**src/rtl/neander_alu_ctrl.sv**
```systemverilog
// Sequencing and writeback stage around the combinational neander_alu. It latches an op request,
// holds the ALU inputs stable through EXEC/WAIT, and writes the result to AC, Y and the N/Z/C flags.
// Opcode map: 0 ADD, 1 SUB, 2 AND, 3 OR, 4 XOR, 5 NOT, 6 SHL, 7 SHR, 8 NEG, 9 MUL, A DIV, B MOD.
module neander_alu_ctrl #(
  parameter int unsigned MULDIV_CYCLES = 4
) (
  input  logic       i_clk,
  input  logic       i_reset,
  input  logic       i_start,
  input  logic [3:0] i_op,
  input  logic [7:0] i_operand,
  input  logic       i_ac_ld,
  input  logic [7:0] i_ac_ld_data,
  output logic [7:0] o_alu_a,
  output logic [7:0] o_alu_b,
  output logic [3:0] o_alu_op,
  input  logic [7:0] i_alu_result,
  input  logic [7:0] i_alu_mul_high,
  input  logic       i_alu_carry,
  output logic [7:0] o_ac,
  output logic [7:0] o_y,
  output logic       o_flag_n,
  output logic       o_flag_z,
  output logic       o_flag_c,
  output logic       o_busy,
  output logic       o_done,
  output logic       o_illegal
);

  localparam logic [3:0] OpAdd = 4'h0;
  localparam logic [3:0] OpSub = 4'h1;
  localparam logic [3:0] OpAnd = 4'h2;
  localparam logic [3:0] OpOr  = 4'h3;
  localparam logic [3:0] OpXor = 4'h4;
  localparam logic [3:0] OpNot = 4'h5;
  localparam logic [3:0] OpShl = 4'h6;
  localparam logic [3:0] OpShr = 4'h7;
  localparam logic [3:0] OpNeg = 4'h8;
  localparam logic [3:0] OpMul = 4'h9;
  localparam logic [3:0] OpDiv = 4'hA;
  localparam logic [3:0] OpMod = 4'hB;

  // A zero-cycle configuration still needs a 1-bit counter to keep the declaration legal.
  localparam int unsigned CntW    = (MULDIV_CYCLES > 0) ? $clog2(MULDIV_CYCLES + 1) : 1;
  localparam int unsigned CntLoad = (MULDIV_CYCLES > 0) ? MULDIV_CYCLES - 1 : 0;
  localparam bit          HasWait = (MULDIV_CYCLES > 0);

  typedef enum logic [1:0] {
    StIdle,
    StExec,
    StWait,
    StWb
  } state_e;

  state_e          r_state, w_state_next;
  logic [CntW-1:0] r_cnt, w_cnt_next;
  logic [3:0]      r_op, w_op_next;
  logic [7:0]      r_operand, w_operand_next;
  logic [7:0]      r_ac, w_ac_next;
  logic [7:0]      r_y, w_y_next;
  logic            r_n, w_n_next;
  logic            r_z, w_z_next;
  logic            r_c, w_c_next;

  logic w_is_muldiv;
  logic w_is_illegal;
  logic w_updates_c;
  logic w_capture;

  always_comb begin
    w_is_muldiv  = (r_op == OpMul) || (r_op == OpDiv) || (r_op == OpMod);
    w_is_illegal = (r_op >= 4'hC);
    w_updates_c  = 1'b0;
    unique case (r_op)
      OpAdd, OpSub, OpShl, OpShr, OpNeg, OpMul, OpDiv, OpMod: w_updates_c = 1'b1;
      OpAnd, OpOr, OpXor, OpNot: w_updates_c = 1'b0;
      default: w_updates_c = 1'b0;
    endcase
  end

  // Result is taken on the edge leaving EXEC for simple ops, or leaving the last WAIT cycle.
  assign w_capture = ((r_state == StExec) && !(w_is_muldiv && HasWait)) ||
                     ((r_state == StWait) && (r_cnt == '0));

  always_comb begin
    w_state_next = r_state;
    w_cnt_next   = r_cnt;
    unique case (r_state)
      StIdle: begin
        if (!i_ac_ld && i_start) begin
          w_state_next = StExec;
        end
      end
      StExec: begin
        if (w_is_muldiv && HasWait) begin
          w_state_next = StWait;
          w_cnt_next   = CntW'(CntLoad);
        end else begin
          w_state_next = StWb;
        end
      end
      StWait: begin
        if (r_cnt == '0) begin
          w_state_next = StWb;
        end else begin
          w_cnt_next = r_cnt - 1'b1;
        end
      end
      StWb: begin
        w_state_next = StIdle;
      end
      default: begin
        w_state_next = StIdle;
      end
    endcase
  end

  always_comb begin
    w_op_next      = r_op;
    w_operand_next = r_operand;
    w_ac_next      = r_ac;
    w_y_next       = r_y;
    w_n_next       = r_n;
    w_z_next       = r_z;
    w_c_next       = r_c;
    if (r_state == StIdle) begin
      if (i_ac_ld) begin
        w_ac_next = i_ac_ld_data;
        w_n_next  = i_ac_ld_data[7];
        w_z_next  = (i_ac_ld_data == 8'h00);
      end else if (i_start) begin
        w_op_next      = i_op;
        w_operand_next = i_operand;
      end
    end
    if (w_capture && !w_is_illegal) begin
      w_ac_next = i_alu_result;
      w_n_next  = i_alu_result[7];
      w_z_next  = (i_alu_result == 8'h00);
      if (w_is_muldiv) begin
        w_y_next = i_alu_mul_high;
      end
      if (w_updates_c) begin
        w_c_next = i_alu_carry;
      end
    end
  end

  always_ff @(posedge i_clk) begin
    if (i_reset) begin
      r_state   <= StIdle;
      r_cnt     <= '0;
      r_op      <= 4'h0;
      r_operand <= 8'h00;
      r_ac      <= 8'h00;
      r_y       <= 8'h00;
      r_n       <= 1'b0;
      r_z       <= 1'b1;
      r_c       <= 1'b0;
    end else begin
      r_state   <= w_state_next;
      r_cnt     <= w_cnt_next;
      r_op      <= w_op_next;
      r_operand <= w_operand_next;
      r_ac      <= w_ac_next;
      r_y       <= w_y_next;
      r_n       <= w_n_next;
      r_z       <= w_z_next;
      r_c       <= w_c_next;
    end
  end

  assign o_alu_a   = r_ac;
  assign o_alu_b   = r_operand;
  assign o_alu_op  = r_op;
  assign o_ac      = r_ac;
  assign o_y       = r_y;
  assign o_flag_n  = r_n;
  assign o_flag_z  = r_z;
  assign o_flag_c  = r_c;
  assign o_busy    = (r_state != StIdle);
  assign o_done    = (r_state == StWb);
  assign o_illegal = (r_state == StWb) && w_is_illegal;

endmodule
```
**config.mk**
```make
export PLATFORM = sky130hd
export DESIGN_NAME = neander_alu_ctrl
export DESIGN_NICKNAME = d
export VERILOG_FILES = /design/src/rtl/neander_alu_ctrl.sv
export SDC_FILE = /design/constraint.sdc
export NUM_CORES = 1
export LEC_CHECK = 0
export CAP_MARGIN = 20
export CORE_ASPECT_RATIO = 2
export CORE_MARGIN = 4
export CORE_UTILIZATION = 42
export CTS_BUF_LIST = sky130_fd_sc_hd__clkbuf_8
export CTS_CLUSTER_DIAMETER = 40
export DETAILED_ROUTE_END_ITERATION = 7
export HOLD_SLACK_MARGIN = 0.05
export PLACE_DENSITY = 0.8
export SLEW_MARGIN = 20
export SYNTH_ARGS = -nofsm -noshare
export SYNTH_HDL_FRONTEND = slang
export SYNTH_SLANG_ARGS = --single-unit
```
**constraint.sdc**
```tcl
create_clock -name i_clk -period 2.2 [get_ports i_clk]
set_input_delay 0.44 -clock i_clk [delete_from_list [all_inputs] [get_ports i_clk]]
set_output_delay 0.44 -clock i_clk [all_outputs]
set_load 0.02 [all_outputs]
```
==> reports/summary.txt <==
Status - finished clean
Final nets - 332
Ys Warns - 0
Crit share post-route - 90.8%
Largest net degree at the start of global routing - 21
Synth Net Count - 252
Fin Setup TNS - 0 ns
DRT Pass-1 Iters - 4
Worst slew pin tran - 0.464 ns
ANT nets after route - 0
Layout area overhead - 52.3%
Die outline width - 54.0 um
Cell area after synthesis - 1780 um2
Setup Fix Bufs, Post-CTS - 0
Avg WL per Cell - 14.1 um
Storage element area - 721 um2
Main synth FF type - dfxtp_1
Synth unique cells - 38
Fin. max-slew vios - 0
Number of port buffers - 82
Clock network power share - 15.3%
Detail Placement HPWL - 3760 um
Diodes inserted - 0
CTS buffer count - 5
Switching pwr - 1.22 mW
Filler cells - 334
Worst hold path type - reg2reg
Post-synth EDFFs - 0
RePlAce Congestion - 0.750
Slew headroom - 68.8%
Tot GR Track Use - 17.9%
Asr flop ratio synth - 0%
Latest clock arrival within the worst-skew pair - 0.29 ns
Top sig layer - met4
Largest cells by area after synthesis - dfxtp_1 41%, nand2_1 7.8%, a311oi_2 6.8%
Maximum vdd drop - 0.814 mV
Antenna violations before repair - 0
Synth area leader - dfxtp_1
Post-synth top cells - 37 x nand2_1, 36 x dfxtp_1, 20 x nor2_1
H-tree Lvls - 2
Leak - 1.04 nW
CTS max path bufs - 2
First-pass GRT wire length - 7270 um
WL met3 - 353 um
Crit end category - primary output
Row count - 33
Multi-input gate area - 901 um2
Kind of critical path - reg2out
Met1 WL - 1610 um
Met2 wire length - 2610 um
Yosys top cell area share - 40.5%
Vias in the first global route - 1658
Iter 0 DRT Violations - 21
Sequential area share after synthesis - 40.5%
Clk sinks - 36
Synthesized netlist cell count - 204
Int Power - 1.78 mW
Clk root buf - clkbuf_8
CP max FO - 5
Max cap viols - 0
Layout Utilization - 66.3%
Final Critical Period - 2.00 ns
Initial Utilization - 43.5%
RSZ-0062 raised after global routing - no
Clock slew at reported path FFs - 0.07 ns
Post-route insts no fill - 337
# DRC - 0
WP data required - 1.76 ns
Total core area - 4090 um2
Post-Route WL - 4740 um
Pwr per Cell Area - 1110 nW/um2
Sw frac - 40.8%
Vias - 1727
Post-cts sizing count - 0
Fmax - 501 MHz
CP arrival - 1.56 ns
Cts hold-fix bufs - 0
Setup violators final - 0
Worst clock skew - 0.00772 ns
Fraction of layout cells with a size suffix above 1 - 10.5%
Number of synthesized register bits - 36
Seq pwr share - 30.8%
Via density - 5.12
Placed cell count - 329
Most common cell in the netlist - nand2_1
CTS tree - yes
Final hold violations - 0
Die ar. - 5400 um2
Io pins - 83
Combinational share of power - 53.9%
CP Launch Type - flop
Global route total overflow - 0
Die span in y - 100 um
Syn Area/Cell - 8.72 um2
==> path summary, 6_finish.rpt <==
| kind | startpoint | to | slack (ns) | depth (start not counted) |
|---|---|---|---|---|
| worst max-delay path | r_state[1] | o_done | 0.20 | 2 |
| worst min-delay path | o_alu_b[4] | o_alu_b[4] | 0.46 | 2 |
| worst max register to register | r_cnt[0] | o_flag_z | 0.30 | 8 |
| worst min register to register | o_alu_b[4] | o_alu_b[4] | 0.46 | 2 |
==> state kept, by name, summed over array words and instances, names as in the netlist, 2 cells and up <==
register  cells
o_y           8
o_alu_op      4
r_cnt         3
r_state       2
o_alu_b       8
o_ac          8
==> worst max-delay path: stages (launching register included) <==
cell and delay (ns):
dfxtp_1 0.41, ha_1 0.24, clkdlybuf4s50_1 0.62
==> power groups by stage <==
stage	clock network [mW]	registers (mW)	logic (mW)
finish	0.460	0.924	1.62
floorplan	0	1.06	0.970
global route	0.506	0.946	1.75
detailed placement	0	0.942	1.63
CTS	0.482	0.927	1.63
global placement	0	0.939	1.59
==> layout make-up <==
class / count / area share (%)
Multi-Input combinational cell: 140 / 33.2
Timing Repair Buffer: 92 / 33.2
Sequential cell: 36 / 26.6
Clock buffer: 5 / 2.54
Tap cell: 52 / 2.40
Inverter: 9 / 1.25
Clock inverter: 3 / 0.739
==> stage by stage <==
step / setup slack, ns / total power, mW / cell area [um2] / hold slack [ns]
after CTS: 0.0379 / 3.04 / 2710 / 0.460
after detailed placement: 0.303 / 2.57 / 2620 / 0.449
after floorplan: 0.510 / 2.03 / 1780 / 0.458
after global placement: 0.369 / 2.53 / 2620 / 0.441
after global routing: 0.162 / 3.20 / 2710 / 0.476
final: 0.203 / 3.00 / 2710 / 0.456
==> metal layers <==
metal	vias up	GRT usage (%)
li1	853	-
met1	788	17.4
met2	74	32.3
met3	12	5.35
met4	0	8.64
met5	-	0
==> placed cells by master (no fill, tap or decap), types with 2 or more instances in the layout <==
| master | synthesis | routed |
|---|---|---|
| clkdlybuf4s50_1 | 0 | 80 |
| nand2_1 | 37 | 37 |
| dfxtp_1 | 36 | 36 |
| nor2_1 | 20 | 20 |
| a21oi_1 | 15 | 15 |
| inv_1 | 9 | 10 |
| buf_4 | 9 | 10 |
| mux2i_1 | 9 | 9 |
| nand3_1 | 8 | 8 |
| a311oi_2 | 8 | 8 |
| ha_1 | 7 | 7 |
| clkbuf_8 | 0 | 5 |
| nand3b_1 | 4 | 4 |
| nor4_1 | 4 | 4 |
| nor2b_1 | 3 | 3 |
| o21ai_0 | 3 | 3 |
| nand2b_1 | 2 | 2 |
| a211oi_1 | 2 | 2 |
| dlymetal6s2s_1 | 0 | 2 |
==> logic make-up after synthesis <==
| kind of cell | synth area share [%] |
|---|---|
| compound gates | 17.7 |
| xor+xnor | 0.492 |
| fa+ha+maj | 4.92 |
| buf+inv | 8.86 |
| flops | 40.5 |
| mux | 5.06 |
| simple gates | 22.5 |
No activity file was read; power rests on OpenSTA's default activity.
